<file path="src/rtl/mem_arbiter_pkg.sv">
// Purpose : shared types, widths and defaults for the two-master memory arbiter.
// Contents: arbiter state encoding, counter widths, parameter defaults and a
//           helper that turns an owner index into a one-hot master vector.
package mem_arbiter_pkg;

    localparam int unsigned WORD_SIZE_DEF = 16;
    localparam int unsigned ADDR_SIZE_DEF = 8;
    localparam int unsigned MEM_LAT_DEF   = 1;
    localparam int unsigned MAX_BURST_DEF = 4;

    localparam int unsigned LAT_CNT_W   = 3;
    localparam int unsigned BURST_CNT_W = 4;

    // Encodings are fixed; other blocks decode them.
    typedef enum logic [1:0] {
        ARB_IDLE  = 2'd0,
        ARB_ISSUE = 2'd1,
        ARB_WAIT  = 2'd2,
        ARB_DONE  = 2'd3
    } arb_state_t;

    // Owner index to {master1, master0} strobe vector.
    function automatic logic [1:0] owner_onehot(input logic owner);
        return owner ? 2'b10 : 2'b01;
    endfunction

endpackage

</file>
<file path="src/rtl/mem_arbiter_if.sv">
// Purpose : bundle of master-side and memory-side signals of the arbiter.
// Modports: master - both bus masters (drive req/we/lock/addr/wdata, see gnt/ack/rdata)
//           slave  - the arbiter itself
//           mem    - the single-port memory (sees addr/wdata/wr_en, returns rdata)
interface mem_arbiter_if #(
    parameter int unsigned WORD_SIZE = 16,
    parameter int unsigned ADDR_SIZE = 8
);
    logic                 req0, req1;
    logic                 we0, we1;
    logic                 lock0, lock1;
    logic [ADDR_SIZE-1:0] addr0, addr1;
    logic [WORD_SIZE-1:0] wdata0, wdata1;
    logic                 gnt0, gnt1;
    logic                 ack0, ack1;
    logic [WORD_SIZE-1:0] rdata;
    logic [ADDR_SIZE-1:0] mem_addr;
    logic [WORD_SIZE-1:0] mem_wdata;
    logic                 mem_wr_en;
    logic [WORD_SIZE-1:0] mem_rdata;

    modport master (
        output req0, req1, we0, we1, lock0, lock1, addr0, addr1, wdata0, wdata1,
        input  gnt0, gnt1, ack0, ack1, rdata
    );

    modport slave (
        input  req0, req1, we0, we1, lock0, lock1, addr0, addr1, wdata0, wdata1,
        output gnt0, gnt1, ack0, ack1, rdata,
        output mem_addr, mem_wdata, mem_wr_en,
        input  mem_rdata
    );

    modport mem (
        input  mem_addr, mem_wdata, mem_wr_en,
        output mem_rdata
    );
endinterface

</file>
<file path="src/rtl/mem_arbiter_rr_pick2.sv">
// Purpose : combinational two-way round-robin picker with locked-burst hold.
// Ports   : i_req[1:0]      pending requests {master1, master0}
//           i_last_owner    master that completed the previous access
//           i_lock_q        previous owner asked to keep ownership
//           i_burst_cnt     locked re-grants already given to i_last_owner
//           o_valid_c       at least one request present
//           o_owner_c       selected master
//           o_burst_cnt_clr_c  1 = fresh arbitration (restart burst count),
//                              0 = locked re-grant (increment burst count)
module rr_pick2
    import mem_arbiter_pkg::*;
#(
    parameter int unsigned MAX_BURST = MAX_BURST_DEF
) (
    input  logic [1:0]             i_req,
    input  logic                   i_last_owner,
    input  logic                   i_lock_q,
    input  logic [BURST_CNT_W-1:0] i_burst_cnt,
    output logic                   o_valid_c,
    output logic                   o_owner_c,
    output logic                   o_burst_cnt_clr_c
);

    logic w_keep;

    always_comb begin
        w_keep            = i_lock_q && i_req[i_last_owner]
                            && (i_burst_cnt < BURST_CNT_W'(MAX_BURST - 1));
        o_valid_c         = |i_req;
        o_owner_c         = i_last_owner;
        o_burst_cnt_clr_c = 1'b1;
        if (w_keep) begin
            o_burst_cnt_clr_c = 1'b0;
        end else if (&i_req) begin
            // Contention: the master that did not go last wins.
            o_owner_c = ~i_last_owner;
        end else begin
            o_owner_c = i_req[1];
        end
    end

endmodule

</file>
<file path="src/rtl/mem_arbiter.sv">
// Purpose : shares one single-port memory between the cpu core (master 0) and the
//           loader/DMA (master 1). Serialises accesses IDLE->ISSUE->WAIT->DONE with
//           round-robin fairness and optional locked bursts. All outputs registered.
// Ports   : clk        system clock, rising edge
//           rst        synchronous reset, active high
//           bus        arbiter view of mem_arbiter_if: master requests in,
//                      gnt/ack/rdata out, memory addr/wdata/wr_en out, mem_rdata in
module mem_arbiter
    import mem_arbiter_pkg::*;
#(
    parameter int unsigned WORD_SIZE = WORD_SIZE_DEF,
    parameter int unsigned ADDR_SIZE = ADDR_SIZE_DEF,
    parameter int unsigned MEM_LAT   = MEM_LAT_DEF,
    parameter int unsigned MAX_BURST = MAX_BURST_DEF
) (
    input  logic          clk,
    input  logic          rst,
    mem_arbiter_if.slave  bus
);

    arb_state_t             r_state,       w_state_nxt;
    logic                   r_owner,       w_owner_nxt;
    logic                   r_we,          w_we_nxt;
    logic                   r_lock_q,      w_lock_q_nxt;
    logic                   r_last_owner,  w_last_owner_nxt;
    logic [BURST_CNT_W-1:0] r_burst_cnt,   w_burst_cnt_nxt;
    logic [LAT_CNT_W-1:0]   r_lat_cnt,     w_lat_cnt_nxt;
    logic [1:0]             r_gnt,         w_gnt_nxt;
    logic [1:0]             r_ack,         w_ack_nxt;
    logic [WORD_SIZE-1:0]   r_rdata,       w_rdata_nxt;
    logic [ADDR_SIZE-1:0]   r_mem_addr,    w_mem_addr_nxt;
    logic [WORD_SIZE-1:0]   r_mem_wdata,   w_mem_wdata_nxt;
    logic                   r_mem_wr_en,   w_mem_wr_en_nxt;

    logic                   w_pick_valid;
    logic                   w_pick_owner;
    logic                   w_pick_clr;

    rr_pick2 #(
        .MAX_BURST(MAX_BURST)
    ) u_pick (
        .i_req            ({bus.req1, bus.req0}),
        .i_last_owner     (r_last_owner),
        .i_lock_q         (r_lock_q),
        .i_burst_cnt      (r_burst_cnt),
        .o_valid_c        (w_pick_valid),
        .o_owner_c        (w_pick_owner),
        .o_burst_cnt_clr_c(w_pick_clr)
    );

    // State and output registers.
    always_ff @(posedge clk) begin
        if (rst) begin
            r_state      <= ARB_IDLE;
            r_owner      <= 1'b0;
            r_we         <= 1'b0;
            r_lock_q     <= 1'b0;
            r_last_owner <= 1'b1;
            r_burst_cnt  <= '0;
            r_lat_cnt    <= '0;
            r_gnt        <= 2'b00;
            r_ack        <= 2'b00;
            r_rdata      <= '0;
            r_mem_addr   <= '0;
            r_mem_wdata  <= '0;
            r_mem_wr_en  <= 1'b0;
        end else begin
            r_state      <= w_state_nxt;
            r_owner      <= w_owner_nxt;
            r_we         <= w_we_nxt;
            r_lock_q     <= w_lock_q_nxt;
            r_last_owner <= w_last_owner_nxt;
            r_burst_cnt  <= w_burst_cnt_nxt;
            r_lat_cnt    <= w_lat_cnt_nxt;
            r_gnt        <= w_gnt_nxt;
            r_ack        <= w_ack_nxt;
            r_rdata      <= w_rdata_nxt;
            r_mem_addr   <= w_mem_addr_nxt;
            r_mem_wdata  <= w_mem_wdata_nxt;
            r_mem_wr_en  <= w_mem_wr_en_nxt;
        end
    end

    // Next-state and next-output logic.
    always_comb begin
        w_state_nxt      = r_state;
        w_owner_nxt      = r_owner;
        w_we_nxt         = r_we;
        w_lock_q_nxt     = r_lock_q;
        w_last_owner_nxt = r_last_owner;
        w_burst_cnt_nxt  = r_burst_cnt;
        w_lat_cnt_nxt    = r_lat_cnt;
        w_gnt_nxt        = r_gnt;
        w_ack_nxt        = 2'b00;
        w_rdata_nxt      = r_rdata;
        w_mem_addr_nxt   = r_mem_addr;
        w_mem_wdata_nxt  = r_mem_wdata;
        w_mem_wr_en_nxt  = 1'b0;

        unique case (r_state)
            ARB_IDLE: begin
                if (w_pick_valid) begin
                    // Latch the winner's request straight into the memory-side registers.
                    w_owner_nxt     = w_pick_owner;
                    w_we_nxt        = w_pick_owner ? bus.we1    : bus.we0;
                    w_lock_q_nxt    = w_pick_owner ? bus.lock1  : bus.lock0;
                    w_mem_addr_nxt  = w_pick_owner ? bus.addr1  : bus.addr0;
                    w_mem_wdata_nxt = w_pick_owner ? bus.wdata1 : bus.wdata0;
                    w_mem_wr_en_nxt = w_pick_owner ? bus.we1    : bus.we0;
                    w_gnt_nxt       = owner_onehot(w_pick_owner);
                    w_burst_cnt_nxt = w_pick_clr ? '0
                                                 : r_burst_cnt + BURST_CNT_W'(1);
                    w_state_nxt     = ARB_ISSUE;
                end else begin
                    // Lock lapses when the owner does not come straight back.
                    w_lock_q_nxt = 1'b0;
                end
            end
            ARB_ISSUE: begin
                w_lat_cnt_nxt = LAT_CNT_W'(MEM_LAT - 1);
                w_state_nxt   = ARB_WAIT;
            end
            ARB_WAIT: begin
                if (r_lat_cnt == '0) begin
                    if (!r_we) begin
                        w_rdata_nxt = bus.mem_rdata;
                    end
                    w_ack_nxt   = owner_onehot(r_owner);
                    w_state_nxt = ARB_DONE;
                end else begin
                    w_lat_cnt_nxt = r_lat_cnt - LAT_CNT_W'(1);
                end
            end
            ARB_DONE: begin
                w_gnt_nxt        = 2'b00;
                w_last_owner_nxt = r_owner;
                w_state_nxt      = ARB_IDLE;
            end
            default: begin
                w_state_nxt = ARB_IDLE;
            end
        endcase
    end

    assign bus.gnt0      = r_gnt[0];
    assign bus.gnt1      = r_gnt[1];
    assign bus.ack0      = r_ack[0];
    assign bus.ack1      = r_ack[1];
    assign bus.rdata     = r_rdata;
    assign bus.mem_addr  = r_mem_addr;
    assign bus.mem_wdata = r_mem_wdata;
    assign bus.mem_wr_en = r_mem_wr_en;

endmodule

</file>
<file path="src/flat_wrapper.sv">
// flat-port wrapper written by rule: the top's interface ports become plain ports
module mem_arbiter_flat import mem_arbiter_pkg::*;
#(
    parameter int unsigned WORD_SIZE = WORD_SIZE_DEF,
    parameter int unsigned ADDR_SIZE = ADDR_SIZE_DEF,
    parameter int unsigned MEM_LAT   = MEM_LAT_DEF,
    parameter int unsigned MAX_BURST = MAX_BURST_DEF
)
  (clk, rst, bus_req0, bus_req1, bus_we0, bus_we1, bus_lock0, bus_lock1, bus_addr0, bus_addr1, bus_wdata0, bus_wdata1, bus_gnt0, bus_gnt1, bus_ack0, bus_ack1, bus_rdata, bus_mem_addr, bus_mem_wdata, bus_mem_wr_en, bus_mem_rdata);
  mem_arbiter_if #(.WORD_SIZE(WORD_SIZE), .ADDR_SIZE(ADDR_SIZE)) bus_i ();
  input  logic clk;
  input  logic rst;
  input wire logic [$bits(bus_i.req0)-1:0] bus_req0;
  input wire logic [$bits(bus_i.req1)-1:0] bus_req1;
  input wire logic [$bits(bus_i.we0)-1:0] bus_we0;
  input wire logic [$bits(bus_i.we1)-1:0] bus_we1;
  input wire logic [$bits(bus_i.lock0)-1:0] bus_lock0;
  input wire logic [$bits(bus_i.lock1)-1:0] bus_lock1;
  input wire logic [$bits(bus_i.addr0)-1:0] bus_addr0;
  input wire logic [$bits(bus_i.addr1)-1:0] bus_addr1;
  input wire logic [$bits(bus_i.wdata0)-1:0] bus_wdata0;
  input wire logic [$bits(bus_i.wdata1)-1:0] bus_wdata1;
  output wire logic [$bits(bus_i.gnt0)-1:0] bus_gnt0;
  output wire logic [$bits(bus_i.gnt1)-1:0] bus_gnt1;
  output wire logic [$bits(bus_i.ack0)-1:0] bus_ack0;
  output wire logic [$bits(bus_i.ack1)-1:0] bus_ack1;
  output wire logic [$bits(bus_i.rdata)-1:0] bus_rdata;
  output wire logic [$bits(bus_i.mem_addr)-1:0] bus_mem_addr;
  output wire logic [$bits(bus_i.mem_wdata)-1:0] bus_mem_wdata;
  output wire logic [$bits(bus_i.mem_wr_en)-1:0] bus_mem_wr_en;
  input wire logic [$bits(bus_i.mem_rdata)-1:0] bus_mem_rdata;
  assign bus_i.req0 = bus_req0;
  assign bus_i.req1 = bus_req1;
  assign bus_i.we0 = bus_we0;
  assign bus_i.we1 = bus_we1;
  assign bus_i.lock0 = bus_lock0;
  assign bus_i.lock1 = bus_lock1;
  assign bus_i.addr0 = bus_addr0;
  assign bus_i.addr1 = bus_addr1;
  assign bus_i.wdata0 = bus_wdata0;
  assign bus_i.wdata1 = bus_wdata1;
  assign bus_gnt0 = bus_i.gnt0;
  assign bus_gnt1 = bus_i.gnt1;
  assign bus_ack0 = bus_i.ack0;
  assign bus_ack1 = bus_i.ack1;
  assign bus_rdata = bus_i.rdata;
  assign bus_mem_addr = bus_i.mem_addr;
  assign bus_mem_wdata = bus_i.mem_wdata;
  assign bus_mem_wr_en = bus_i.mem_wr_en;
  assign bus_i.mem_rdata = bus_mem_rdata;
  mem_arbiter #(.WORD_SIZE(WORD_SIZE), .ADDR_SIZE(ADDR_SIZE), .MEM_LAT(MEM_LAT), .MAX_BURST(MAX_BURST)) u_core (.clk(clk), .rst(rst), .bus(bus_i));
endmodule
</file>
<file path="config.mk">
export PLATFORM = sky130hd
export DESIGN_NAME = mem_arbiter_flat
export DESIGN_NICKNAME = d
export VERILOG_FILES = /design/src/rtl/mem_arbiter_pkg.sv /design/src/rtl/mem_arbiter_if.sv /design/src/rtl/mem_arbiter_rr_pick2.sv /design/src/rtl/mem_arbiter.sv /design/src/flat_wrapper.sv
export SDC_FILE = /design/constraint.sdc
export NUM_CORES = 1
export LEC_CHECK = 0
export BUFFER_PORTS_ARGS = -buffer_cell sky130_fd_sc_hd__buf_2
export CAP_MARGIN = 20
export CELL_PAD_IN_SITES_DETAIL_PLACEMENT = 1
export CELL_PAD_IN_SITES_GLOBAL_PLACEMENT = 1
export CORE_UTILIZATION = 35
export DETAILED_ROUTE_END_ITERATION = 7
export HOLD_SLACK_MARGIN = 0.02
export PLACE_DENSITY = 0.92
export SYNTH_ARGS = -nofsm -noshare
export SYNTH_HDL_FRONTEND = slang
export SYNTH_SLANG_ARGS = --single-unit
</file>
<file path="constraint.sdc">
create_clock -name clk -period 4.25 [get_ports clk]
set_input_delay 0.425 -clock clk [delete_from_list [all_inputs] [get_ports clk]]
set_output_delay 0.425 -clock clk [all_outputs]
set_load 0.005 [all_outputs]
</file>
Word level (Yosys, flattened, before mapping)

Index checks and enable logic that the tools add are counted.

Flip-flop bits (word level): 58
Input bits: 72
Output and inout port bits: 45
Word-level logic and storage cells: 63

$add $sub $neg: 2
$lt $le $gt $ge: 2
Eq/ne operators: 6
Muxes and demuxes: 19
Bitwise logic cells: 6
Reductions and logical operators: 15

Operators by type and width:

| kind                                                                          | number |
|---|---|
| 16-bit 2-to-1 mux                                                             | 1 |
| 2-bit 2-to-1 mux                                                              | 5 |
| 2-bit AND reduction                                                           | 5 |
| 8-bit 2-to-1 mux                                                              | 1 |
| 2-bit one-hot mux with 4 select lines                                         | 1 |
| 1-bit 2-to-1 mux                                                              | 7 |
| 1-bit NOT                                                                     | 6 |
| 3-bit one-hot mux with 2 select lines                                         | 1 |
| 3-bit OR reduction                                                            | 2 |
| 4-bit by 1-bit adder with 4-bit output (second input constant)                | 1 |
| 2-bit == test (second input constant)                                         | 2 |
| 4-bit by 2-bit less-than comparator with 1-bit output (second input constant) | 1 |
| 4-bit 2-to-1 mux                                                              | 1 |
| 2-bit inequality test (second input constant)                                 | 2 |
| 2-bit one-hot mux with 2 select lines                                         | 1 |
| 2-bit nonzero test                                                            | 2 |
| 3-bit zero test                                                               | 1 |
| 3-bit 2-to-1 mux                                                              | 1 |
| 3-bit AND reduction                                                           | 1 |
| 3-bit by 1-bit subtractor with 3-bit output (second input constant)           | 1 |
| 2-bit by 1-bit == test with 1-bit output (second input constant)              | 1 |
| 1-bit logical AND                                                             | 2 |
| 2-bit zero test                                                               | 1 |
| 1-bit by 2-bit less-than comparator with 1-bit output (second input constant) | 1 |
| other kinds (2)                                                               | 2 |

Longest topological paths before layout

Gate-level depths: netlist of the first run.

Depth after elaboration: 8
Depth in mapped cells: 9
Gate-level depth less buffers: 7

By module

A second synthesis of the first run with hierarchy kept.

Cells, all modules: 287
Area total of the unflattened synthesis: 2566.2 sq um

Modules (own cells, without submodules):

| module      | instances | cells each | area an instance (sq um) | seq. area each (sq um) |
|---|---|---|---|---|
| mem_arbiter | 1         | 278        | 2502.4                   | 1161.1 |
| rr_pick2    | 1         | 9          | 63.8                     | 0.0 |

Least setup slack after synthesis of the first run

No wires, ideal clock.

Path type: register to register
From: register u_core.r_burst_cnt[0]
To: register u_core.r_mem_addr[4], in the netlist u_core.bus.mem_addr[4]
Arrival: 1.777 ns
Data required time: 4.176 ns
Slack: 2.399 ns
Stages on the path, launching flop included: 7
Buffers on the path: 1
Path through: dfxtp_1 > ha_1 > nor4b_4 > mux2i_2 > buf_2 > nand3_1 > a31oi_1

Cells in the longest elaborated chain, start to end: 4

Ends and longest elaborated chain:

| element                                               | line                       | source |
|---|---|---|
| start: declaration                                    | mem_arbiter.sv:26          | `logic [BURST_CNT_W-1:0] r_burst_cnt, w_burst_cnt_nxt;` |
| start signal: assignment                              | mem_arbiter.sv:73          | `r_burst_cnt <= w_burst_cnt_nxt;` |
| 4-bit by 2-bit less-than comparator with 1-bit output | mem_arbiter_rr_pick2.sv:28 | `&& (i_burst_cnt < BURST_CNT_W'(MAX_BURST - 1));` |
| 1-bit logical AND                                     | mem_arbiter_rr_pick2.sv:28 |  |
| 1-bit 2-to-1 mux                                      | mem_arbiter_rr_pick2.sv:32 | `if (w_keep) begin` |
| 8-bit 2-to-1 mux                                      | mem_arbiter.sv:107         | `w_mem_addr_nxt = w_pick_owner ? bus.addr1 : bus.addr0;` |
| end signal: assignment                                | mem_arbiter.sv:78          | `r_mem_addr <= w_mem_addr_nxt;` |
| end: declaration                                      | mem_arbiter.sv:31          | `logic [ADDR_SIZE-1:0] r_mem_addr, w_mem_addr_nxt;` |

No other way between the ends.
A chain may end at the register's enable or synchronous reset.

Final worst setup path of the first run

From: register u_core.r_state[1]
To: register u_core.r_mem_wdata[15], in the netlist u_core.bus.mem_wdata[15]

Cells in the longest elaborated chain, start to end: 2

Ends and longest elaborated chain:

| element                              | line               | source |
|---|---|---|
| start: declaration                   | mem_arbiter.sv:21  | `arb_state_t r_state, w_state_nxt;` |
| start signal: assignment             | mem_arbiter.sv:68  | `r_state <= w_state_nxt;` |
| 2-bit zero test                      | mem_arbiter.sv:100 | `unique case (r_state)` |
| 2-bit AND reduction (no source line) | -                  |  |
| end signal: assignment               | mem_arbiter.sv:79  | `r_mem_wdata <= w_mem_wdata_nxt;` |
| end: declaration                     | mem_arbiter.sv:32  | `logic [WORD_SIZE-1:0] r_mem_wdata, w_mem_wdata_nxt;` |

No other way between the ends.

==> run metrics, run 1 <==
flip-flop and latch area ~1200 sq um; Die ar. about 7500 sq um; antenna cells 0; peak supply drop about 190 uV; syn_nets 390; I/O Pins approximately 120; YS warnings 0; Yosys top cell by area dfxtp_1; Hold Crit Depth 3; Async S/R FF share, synth 0; total track usage 0.228; Cell Area, Synth about 2500 sq um; WL final 8050 microns; CTS tree built; mean area per synthesized cell 8.05 sq um; share of cells above drive strength 1 0.325; sequential area share after synthesis 0.465; Final Skew 0.00817 ns; initial DRC count 100; Post-DRT Antenna Nets 0; Die X 86.5 microns; Synth Register Bits 58; Crit. path cell count 6; port buffer count between 100 and 150; Reg clk slew, reported paths ~0.070 ns; via total after detailed routing between 2000 and 3000; initial antenna violation count 0; met2 wire length between 4000 and 5000 microns; drt drc 0; clk root buf clkbuf_8; CP max-delay cell o21a_1; largest net degree at the start of global routing 39; Wirelength per Cell about 16 microns; Yosys top cell area share 0.465; crit end category flop; Mapped Cells between 300 and 400; Final Hold Viols 0; Worst Max-Slew Pin Slew 0.989 ns; Crit Path Category flop to flop; vias in the first global route approximately 2700; run status finished, final reports clean; CTS buffer count 9; largest cells by area after synthesis dfxtp_1 (47%), o21ai_0 (6.4%), a31oi_1 (6.3%); WL met3 roughly 310 microns; number of setup buffers added after CTS 0; CP arrival ~2.4 ns; first-pass GRT wire length approximately 13000 microns; uppermost routed layer met4; crit-path max cell delay between 0.4 and 0.5 ns; R2R depth 6; max cap viols 0; CTS H-tree depth 3; DP HPWL 5640 microns; # setup viols final 0; multi-input combinational cell area about 1200 sq um; Sink Count between 50 and 60; Final Cycle Share 0.497; area delta synth->final 33.0%; Die Ht approximately 86 microns; Vias per Instance roughly 5.3; PD cells between 500 and 600 nW/um^2; FP Rows 30; Clock Latency Late Sink 0.34 ns; initial core utilization 0.365; clk buf depth 2; CP Data Required Time between 4 and 5 ns; RSZ-0062 raised after global routing false; Slew HR 0.338; GP Congestion 0.797; First-pass DRT Iterations 4; Tot Pwr 1850 uW; nets 495; WP buf/inv 2; crit-path max FO 38; Hold Path Class input pin to flop; post-synth cell types 32; DRT met1 WL approximately 3300 microns; Resized Gates After CTS 0; startpoint class of the critical path flop; Final Slew Violations 0; Core Area between 6000 and 7000 sq um; Filler Cells Inserted slightly below 900; setup TNS 0 ns; fin crit period between 2 and 2.5 ns; fmax approximately 0.47 GHz; Synth Flop Type dfxtp_1; Leak roughly 0.0015 uW; hold_buf cts 0; crit-path cells inv_1 -> ha_1 -> o21a_1 -> buf_4 -> o21ai_0 -> a31oi_1; crit-path leading delay family compound AO/OA/AOI/OAI gates; EDFF count, synth 0; GRT overflow 0
-- cell families (layout without fill, tap and decap cells) --
kind of cell / count (synthesis) / in the layout / share of synthesized area
AND/OR/NAND/NOR: 98 / 98 / 0.184
XOR/XNOR: 1 / 1 / 0.00351
AO/OA/AOI/OAI: 110 / 110 / 0.239
flip-flops: 58 / 58 / 0.465
buffers and inverters: 32 / 141 / 0.0521
adder cells (fa/ha/maj): 8 / 8 / 0.0401
multiplexers: 3 / 3 / 0.0155
-- path summary, 6_finish.rpt --
| path | startpoint | slack [ns] | to |
|---|---|---|---|
| worst max-delay path | u_core.r_state[1] | 2.14 | u_core.bus.mem_wdata[15] |
| worst min-delay path | bus_mem_rdata[6] | 0.33 | u_core.bus.rdata[6] |
| worst max register to register | u_core.r_state[1] | 2.14 | u_core.bus.mem_wdata[15] |
| worst min register to register | u_core.bus.rdata[15] | 0.46 | u_core.bus.rdata[15] |
-- layout by cell type, fill, tap and decap left out, types with 3 or more instances in the layout --
master and instances:
buf_2 116, nor3b_1 3, nand3_1 28, a21oi_1 26, nor3_1 3, clkbuf_8 9, nor2_1 13, o21ai_0 32
and3_1 3, nand2_1 41, ha_1 8, dfxtp_1 58, a31oi_1 25, o21ai_1 22, inv_1 8
-- synth_stat cells, types with 2 or more instances --
cell and number:
a21oi_1 26, a31oi_1 25, and3_1 3, buf_1 4, buf_2 2, buf_4 2, clkbuf_1 16, dfxtp_1 58
ha_1 8, inv_1 8, nand2_1 41, nand3_1 28, nor2_1 13, nor2b_1 2, nor3_1 3, nor3b_1 3
o21ai_0 32, o21ai_1 22
-- registers in the layout (all words and copies together) (netlist names) --
signal	count
u_core.r_owner	1
u_core.r_we	1
u_core.r_gnt	2
u_core.bus.mem_addr	8
u_core.bus.mem_wdata	16
u_core.bus.mem_wr_en	1
u_core.r_burst_cnt	4
u_core.r_ack	2
u_core.bus.rdata	16
u_core.r_lat_cnt	3
u_core.r_lock_q	1
u_core.r_last_owner	1
u_core.r_state	2
-- area by class of cell --
type,instances,area share
clock inverters,5,0.0241
multi-input cells,220,0.363
well taps,96,0.0362
repair buffers,118,0.179
flip-flops and latches,58,0.350
inverters,8,0.00905
clock buffers,10,0.0384
-- power breakdown --
group	internal [uW]	leakage, uW	switching (uW)
clock	326	0.0000984	225
combinational	223	0.000902	344
sequential	666	0.000476	65.0
-- worst min-delay path: stages --
cell	delay [ns]
buf_2	0.09
nand2_1	0.05
a21oi_1	0.05
-- per-layer routing --
metal | vias up | global-route usage
li1 | 1304 | -
met1 | 1310 | 0.261
met2 | 74 | 0.392
met3 | 28 | 0.0467
met4 | 0 | 0.133
met5 | - | 0
-- through the flow --
stage / cell area (sq um) / setup WS (ns) / instances / hold slack, ns / utilization
finish: 3320 / 2.14 / 515 / 0.328 / 0.486
floorplan: 2500 / 2.40 / 310 / 0.436 / -
CTS: 3320 / 2.14 / 515 / 0.313 / 0.486
global placement: 3110 / 2.15 / 500 / 0.439 / 0.455
global route: 3320 / 1.92 / 515 / 0.323 / 0.486
detailed placement: 3110 / 2.02 / 500 / 0.448 / 0.455
Note: power is estimated with default switching activity, not from simulation.
==> run 2: changes to the inputs <==
- CORE_UTILIZATION: 35 -> 32
- PLACE_DENSITY: 0.92 -> 0.86
- clock period: 4.25 -> 2.1 ns (I/O delays scaled with it)
==> run 2 against run 1 <==
Worst setup slack got worse by 2.0 ns. Sequential power up 100%. Wire length is 2.9% higher. Non-clock buffer count increased by 10. Design area increased by 1.7%. Clock-buffer cell count rose by 2. Sequential share of layout area is 0.58 points lower. Clock skew rose by 0.00061 ns. First-iteration DRC count shrank 31%.
==> run metrics, run 2 (same netlist as run 1, synthesis figures left out) <==
share of cells above drive strength 1 0.338; Hold Path Class input pin to flop; CTS tree built; hold_buf cts 0; Final Skew around 0.0088 ns; antenna cells 0; Crit Path Category flop to flop; via total after detailed routing between 2000 and 3000; crit-path max FO 14; DP HPWL roughly 5900 microns; Wirelength per Cell roughly 16 microns; clk root buf clkbuf_8; CP Data Required Time approximately 2.4 ns; Vias per Instance just over 5; Sink Count 58; run status finished, final reports clean; PD cells around 1100 nW/um^2; Die Ht between 90 and 100 microns; peak supply drop 334 uV; number of setup buffers added after CTS 0; CTS buffer count 9; Final Hold Viols 0; nets a little over 500; First-pass DRT Iterations 4; setup TNS 0 ns; post-place setup slack 0.143 ns; hold_ws 0.100 ns; RSZ-0062 raised after global routing false; clk buf depth 2; GP Congestion around 0.74; first-pass GRT wire length between 10000 and 15000 microns; Clock Latency Late Sink between 0.3 and 0.4 ns; GRT overflow 0; Worst Max-Slew Pin Slew around 0.58 ns; # setup viols final 0; total track usage 0.209; initial core utilization 0.337; CTS H-tree depth 3; crit end category flop; Leak 0.00152 uW; Post-DRT Antenna Nets 0; vias in the first global route between 2000 and 3000; Slew HR 0.610; port buffer count ~120; largest net degree at the start of global routing 31; startpoint class of the critical path flop; final design utilization 0.456; CP max-delay cell mux2i_2; Final Cycle Share 0.943; Resized Gates After CTS 0; FP Rows 31; Die ar. between 8000 and 9000 sq um; commonest non-fill, non-tap cells in the layout buf_2 (116), dfxtp_1 (58), nand2_1 (41); max cap viols 0; crit-path cells ha_1 -> nor4b_4 -> mux2i_2 -> buf_4 -> nand3_1 -> a211oi_1; WL final roughly 8300 microns; Reg clk slew, reported paths around 0.070 ns; fmax just over 0.5 GHz; Die X 90.3 microns; crit-path max cell delay roughly 0.37 ns; leading cell type in the layout, fill and taps excluded buf_2; initial DRC count 69; initial antenna violation count 0; Final Slew Violations 0; area delta synth->final 35.2%; Core Area between 7000 and 8000 sq um; drt drc 0; fin crit period 1.98 ns; final setup margin between 0.1 and 0.15 ns; I/O Pins roughly 120; CP arrival between 2 and 2.5 ns
[run 2: cell count changes in the layout (fill, tap and decap cells not counted)]
| cell | before | now |
|---|---|---|
| buf_4 | 2 | 12 |
| bufinv_16 | 2 | 1 |
| clkinvlp_4 | 2 | 0 |
| clkbuf_8 | 9 | 10 |
| clkinv_2 | 1 | 2 |
| clkbuf_1 | 1 | 2 |
[run 2: worst paths after layout]
| kind | start | endpoint | slack, ns | cells past startpoint |
|---|---|---|---|---|
| worst max-delay path | u_core.r_burst_cnt[0] | u_core.bus.mem_wr_en | 0.12 | 6 |
| worst min-delay path | bus_mem_rdata[8] | u_core.bus.rdata[8] | 0.10 | 3 |
| worst max register to register | u_core.r_burst_cnt[0] | u_core.bus.mem_wr_en | 0.12 | 6 |
| worst min register to register | u_core.bus.rdata[3] | u_core.bus.rdata[3] | 0.45 | 2 |
[run 2: where the power goes]
| part | switching, uW | total (uW) | internal [uW] |
|---|---|---|---|
| combinational | 715 | 1220 | 502 |
| sequential | 130 | 1480 | 1350 |
| clock | 434 | 1000 | 571 |
[run 2: cell type report]
class	instances	area (sq um)
clock buffer	12	145
multi-input combinational	220	1200
fill	930	4030
clock inverter	3	40.0
inverter	8	30.0
timing repair buffer	128	671
sequential	58	1160
tap	99	124
[run 2: layer usage]
metal	global-route usage	wire length, microns
met5	0	0
met4	0.122	341
met3	0.0404	304
met2	0.372	4240
met1	0.231	3400
[run 2: metrics by stage]
| step | instance area [sq um] | cells | power, uW |
|---|---|---|---|
| global route | 3380 | 528 | 3950 |
| finish | 3380 | 528 | 3700 |
| global placement | 3180 | 512 | 2640 |
| floorplan | 2500 | 310 | 2190 |
| detailed placement | 3180 | 512 | 2700 |
| CTS | 3370 | 527 | 3700 |
[run 2: worst max-delay path, delay by kind of cell, from the launching register on]
kind / cells / cell delay, ns
DFF: 1 / 0.33
buffers and inverters: 1 / 0.27
muxes: 1 / 0.37
AOI/OAI and AO/OA: 1 / 0.22
adders and majority gates: 1 / 0.23
and+or+nand+nor: 2 / 0.48
